### config.mk
export PLATFORM = sky130hd
export DESIGN_NAME = uart_parity_engine
export DESIGN_NICKNAME = d
export VERILOG_FILES = /design/src/rtl/uart_tx_pkg.sv /design/src/rtl/uart_parity_engine.sv
export SDC_FILE = /design/constraint.sdc
export NUM_CORES = 1
export LEC_CHECK = 0
export CELL_PAD_IN_SITES_DETAIL_PLACEMENT = 1
export CELL_PAD_IN_SITES_GLOBAL_PLACEMENT = 1
export CORE_ASPECT_RATIO = 0.6
export CORE_MARGIN = 5
export CORE_UTILIZATION = 39
export DETAILED_ROUTE_END_ITERATION = 6
export PLACE_DENSITY_LB_ADDON = 0.1
export RECOVER_POWER = 100
export SYNTH_ARGS = -nofsm -noshare
export SYNTH_HDL_FRONTEND = slang
export SYNTH_SLANG_ARGS = --single-unit
### constraint.sdc
create_clock -name clk -period 1.7 [get_ports clk]
set_input_delay 0.34 -clock clk [delete_from_list [all_inputs] [get_ports clk]]
set_output_delay 0.34 -clock clk [all_outputs]
set_load 0.05 [all_outputs]
### src/rtl/uart_tx_pkg.sv
// Shared definitions for the UART transmit path.
//   PAR_*  : par_mode encodings (even, odd, mark, space)
//   state_t: parity engine FSM states (idle, serial calculation, result held)
package uart_tx_pkg;

  localparam logic [1:0] PAR_EVEN  = 2'd0;
  localparam logic [1:0] PAR_ODD   = 2'd1;
  localparam logic [1:0] PAR_MARK  = 2'd2;
  localparam logic [1:0] PAR_SPACE = 2'd3;

  typedef enum logic [1:0] {
    ST_IDLE = 2'd0,
    ST_CALC = 2'd1,
    ST_DONE = 2'd2
  } state_t;

endpackage

### src/rtl/uart_parity_engine.sv
// Serial parity generator for the UART transmit path.
// A character is loaded when data_valid && !busy and the engine is not
// calculating; parity is then accumulated one bit per clock over the
// effective character length and presented as a registered bit.
//
// Ports:
//   clk, rst     clock, asynchronous active-high reset
//   data_valid   character present on p_data
//   busy         serializer busy; blocks a load
//   p_data       character, LSB first (DATA_WIDTH bits)
//   data_len     character length in bits (0 / >DATA_WIDTH clamp to DATA_WIDTH)
//   par_en       parity enabled, sampled at load
//   par_mode     0 even, 1 odd, 2 mark, 3 space; sampled at load
//   par_bit      registered parity bit
//   par_ready    par_bit valid for the last loaded character
//   calc_busy    engine is in the serial calculation state
//
// Build option: define PARITY_MARK_SPACE_EN to make par_mode 2/3 produce
// fixed mark/space parity with one-cycle latency. Without it par_mode[1] is
// ignored and modes 2/3 behave as even/odd.
module uart_parity_engine
  import uart_tx_pkg::*;
#(
  parameter int unsigned DATA_WIDTH = 8,
  parameter int unsigned LEN_W      = $clog2(DATA_WIDTH + 1)
) (
  input  logic                  clk,
  input  logic                  rst,
  input  logic                  data_valid,
  input  logic                  busy,
  input  logic [DATA_WIDTH-1:0] p_data,
  input  logic [LEN_W-1:0]      data_len,
  input  logic                  par_en,
  input  logic [1:0]            par_mode,
  output logic                  par_bit,
  output logic                  par_ready,
  output logic                  calc_busy
);

  localparam logic [LEN_W-1:0] ONE     = LEN_W'(1);
  localparam logic [LEN_W-1:0] MAX_LEN = LEN_W'(DATA_WIDTH);

  state_t                  state, state_next;
  logic [DATA_WIDTH-1:0]   data_q, data_d, mask, shifted;
  logic [LEN_W-1:0]        cnt, cnt_d, len_q, len_d, eff_len;
  logic [1:0]              mode_q, mode_d;
  logic                    en_q, en_d;
  logic                    acc, acc_d, acc_next;
  logic                    bit_d, ready_d;
  logic                    load, bypass, ms_en;

`ifdef PARITY_MARK_SPACE_EN
  assign ms_en = 1'b1;
`else
  assign ms_en = 1'b0;
`endif

  assign load      = data_valid && !busy && (state != ST_CALC);
  assign bypass    = !par_en || (ms_en && par_mode[1]);
  assign eff_len   = (data_len == '0 || data_len > MAX_LEN) ? MAX_LEN : data_len;
  assign shifted   = data_q >> cnt;
  assign acc_next  = acc ^ shifted[0];
  assign calc_busy = (state == ST_CALC);

  always_comb begin
    mask = '0;
    for (int unsigned i = 0; i < DATA_WIDTH; i++) begin
      mask[i] = (i < 32'(eff_len));
    end
  end

  always_ff @(posedge clk or posedge rst) begin
    if (rst) begin
      state     <= ST_IDLE;
      data_q    <= '0;
      cnt       <= '0;
      len_q     <= '0;
      en_q      <= 1'b0;
      mode_q    <= PAR_EVEN;
      acc       <= 1'b0;
      par_bit   <= 1'b0;
      par_ready <= 1'b0;
    end else begin
      state     <= state_next;
      data_q    <= data_d;
      cnt       <= cnt_d;
      len_q     <= len_d;
      en_q      <= en_d;
      mode_q    <= mode_d;
      acc       <= acc_d;
      par_bit   <= bit_d;
      par_ready <= ready_d;
    end
  end

  always_comb begin
    state_next = state;
    data_d     = data_q;
    cnt_d      = cnt;
    len_d      = len_q;
    en_d       = en_q;
    mode_d     = mode_q;
    acc_d      = acc;
    bit_d      = par_bit;
    ready_d    = par_ready;

    if (load) begin
      data_d     = p_data & mask;
      len_d      = eff_len;
      en_d       = par_en;
      mode_d     = par_mode;
      cnt_d      = '0;
      acc_d      = 1'b0;
      ready_d    = 1'b0;
      state_next = bypass ? ST_DONE : ST_CALC;
    end else begin
      case (state)
        ST_CALC: begin
          acc_d = acc_next;
          cnt_d = cnt + ONE;
          if (cnt == len_q - ONE) begin
            state_next = ST_DONE;
            bit_d      = mode_q[0] ? ~acc_next : acc_next;
            ready_d    = 1'b1;
          end
        end
        ST_DONE: begin
          // A bypass load enters DONE with par_ready low; the fixed result
          // is written on the following edge to give one-cycle latency.
          if (!par_ready) begin
            bit_d   = en_q && (mode_q == PAR_MARK);
            ready_d = 1'b1;
          end
        end
        default: ;
      endcase
    end
  end

endmodule

==> impl_results.md <==
- Status: finished clean
- Critical Path RT: between 1500 and 2000 ps
- Fin area: 1775 µm²
- PortBufs: 21
- Worst Tran Pin Value: 604.6 ps
- Crit path launch type: flop
- Relative slew margins: 0.5969
- Metal2 WL: 1646 µm
- Post-synthesis compound-gate area fraction: 0.1517
- Worst Setup End Kind: flop
- Peak supply drop: 0.5283 mV
- Initial Utilization: 0.4043
- Synthesized area per cell: 8.981 µm²
- Post-DP HPWL: 2814 µm
- Top Metal Used: met4
- Mux cell area share after synthesis: 0.03244
- Simple-gate share of the synthesized area: 0.2385
- Count leader, synth: nand2_1
- IO Pins: 22
- Rows: 16
- Leak Pwr: around 0.00078 µW
- Largest net degree at the start of global routing: 25
- Fmax: 603.5 MHz
- Top cells by area, synth: dfrtp_1, nand2_1, o21ai_0
- Max Buffers Root-to-Sink: 2
- Main combinational cell family by area after synthesis: simple AND/OR/NAND/NOR gates
- Final ANT Viol Nets: 0
- # diodes: 0
- Most used DFF post-synth: dfrtp_1
- RePlAce Congestion: 0.7707
- Minimum clock period: 1657 ps
- Crit Path Category: reg -> reg
- Synth Cell Area: between 1000 and 1500 µm²
- Area delta synth->final: 35.40%
- Number of distinct library cells after synthesis: 35
- DR vias: about 1,100
- Vias in the first global route: 1,194
- Clock share of power: 0.160
- Yosys top cell by area: dfrtp_1
- Met3 wire length: 113 µm
- Vias per Instance: 5.035
- Syn nets: 167
- Pins Over Slew Limit: 0
- First-pass GRT wire length: about 5800 µm
- Post-CTS Setup Bufs: 0
- Min-delay worst type: reg -> reg
- Sequential fraction of the synthesis area: 0.4580
- Xor/xnor share of the synthesized area: 0.06011
- Tcrit/Tclk final: 0.9747
- Placed instance area: 1703 µm²
- Drt pass-1 iters: 4
- Die Y: 54.92 µm
- Wire per inst: around 15 µm
- CP Data Arrival Time: 1840 ps
- Clock slew at reported path FFs: 80 ps
- Initial antenna violation count: 0
- Total gr overflow: 0
- H-Tree Depth: 1
- Die X: 84.86 µm
- Fin cells: approximately 230
- Number of buffers created by CTS: 3
- Share of cells above drive strength 1: 0.2404
- Sequential power share: 0.393
- RSZ-0062 raised after global routing: true
- Die area: 4660 µm²
- Total track usage: 0.1648
- Async S/R FF share, synth: 1.000
- Max-Cap Viols: 0
- Final net count: 206
- Starting DRT DRC Count: 24
- Power Dens Cells: 1170 nW/µm²
- Seq cells post-synth: 24
- Int Pwr: 1286 µW
- Clock latency on the worst-skew pair: between 200 and 300 ps
- Yosys warns: 0
- Clk sinks: 24
- Post-synth top cells: nand2_1, dfrtp_1, o21ai_0
- Detailed-route DRC error count: 0
- CTS tree: done
- Mapped Cells: 146
- Synth top area share: 0.4580
- Gate power share: 0.446
- Core Box Area: between 3000 and 4000 µm²
- Final setup viols: 0
- Hold Vio Cnt, Final: 0
- Metal1 wirelength: 1723 µm
- Number of synthesized flops with an enable pin: 0
- Switch Pwr: ~790 µW
- Clock skew: 0.7897 ps
- Crit-path max FO: 5
- Worst hold path depth: 2
- Switching Fraction: 0.3808
- FF-to-FF path depth: 5
- Adder-cell share of the synthesized area: 0.01908
- CTS Root Cell: clkbuf_8
- Final wirelength: 3510 µm
- Placed Cells: 225
-- worst max-delay path: stages, from the launching register on --
cell and delay, ps:
dfrtp_2 430, mux4_2 550, or2_4 270, a21oi_2 130
o2111ai_2 100, o211ai_1 90
-- state kept, by name, summed over array words and instances, names as in the netlist --
register / count
en_q: 1
acc: 1
par_ready: 1
cnt: 4
data_q: 8
state: 2
mode_q: 2
len_q: 4
par_bit: 1
-- metal layers --
| layer | vias to the layer above | track usage |
|---|---|---|
| li1 | 576 | - |
| met1 | 554 | 0.2138 |
| met2 | 14 | 0.2857 |
| met3 | 4 | 0.03994 |
| met4 | 0 | 0.03947 |
| met5 | - | 0 |
-- power groups by stage --
| stage | Combinational, µW | Sequential, µW | Clock, µW |
|---|---|---|---|
| 3_5_place_dp | 871 | 822 | 0 |
| 4_1_cts | 878 | 813 | 345 |
| 3_3_place_gp | 837 | 810 | 0 |
| 2_1_floorplan | 502 | 860 | 0 |
| 5_1_grt | 1030 | 835 | 372 |
| 6_report | 927 | 817 | 333 |
-- layout by cell type (no fill, tap or decap), types with 3 or more instances in the layout --
master / instances
a21oi_1: 3
clkbuf_8: 3
o21ai_0: 11
clkbuf_2: 3
inv_1: 4
nor3_1: 6
xnor2_1: 4
nand3b_1: 3
buf_4: 14
nand3_1: 3
nand2_1: 37
dfrtp_1: 22
xor2_1: 3
nor2_1: 5
clkdlybuf4s50_1: 16
-- path summary, 6_finish.rpt --
path | startpoint | end | slack [ps]
min | data_q[5]$_DFFE_PP0N_ | data_q[5]$_DFFE_PP0N_ | 470
min in group asynchronous | rst | data_q[1]$_DFFE_PP0N_ | 660
min reg2reg | data_q[5]$_DFFE_PP0N_ | data_q[5]$_DFFE_PP0N_ | 470
max | cnt[1]$_DFFE_PP0N_ | par_bit$_DFFE_PP0P_ | 40
max reg2reg | cnt[1]$_DFFE_PP0N_ | par_bit$_DFFE_PP0P_ | 40
max in group asynchronous | rst | cnt[1]$_DFFE_PP0N_ | 610
-- kinds of logic after synthesis --
group	count (synthesis)
compound gates	27
simple gates	68
fa+ha+maj	2
mux	3
xor+xnor	9
flops	24
buf+inv	13
-- cell type report --
class / count / area (µm²)
Fill cell: 394 / 1468
Multi-Input combinational cell: 109 / 704.4
Sequential cell: 24 / 603.1
Timing Repair Buffer: 40 / 342.8
Tap cell: 45 / 56.30
Clock buffer: 3 / 41.29
Inverter: 7 / 27.53
-- metrics by stage --
step	setup TNS (ps)	util	hold slack, ps	power (µW)	setup slack (ps)
floorplan	0	-	354.6	1362	136.7
global placement	-31.86	0.5251	455.6	1647	-24.07
detailed placement	-291.0	0.5251	456.3	1693	-51.94
CTS	0	0.5390	429.7	2036	31.18
global route	-167.3	0.5475	527.0	2237	-67.45
finish	0	0.5475	469.1	2077	43.01
-- timing repair --
item                                    4_1_cts  5_1_grt
pin swaps                                     0        3
resized for setup                             2       10
hold buffers                                  0        0
endpoints found under the setup margin        2        3
cloned                                        0        0
hold endpoints to repair                      0        0
No activity file was read; power rests on OpenSTA's default activity.
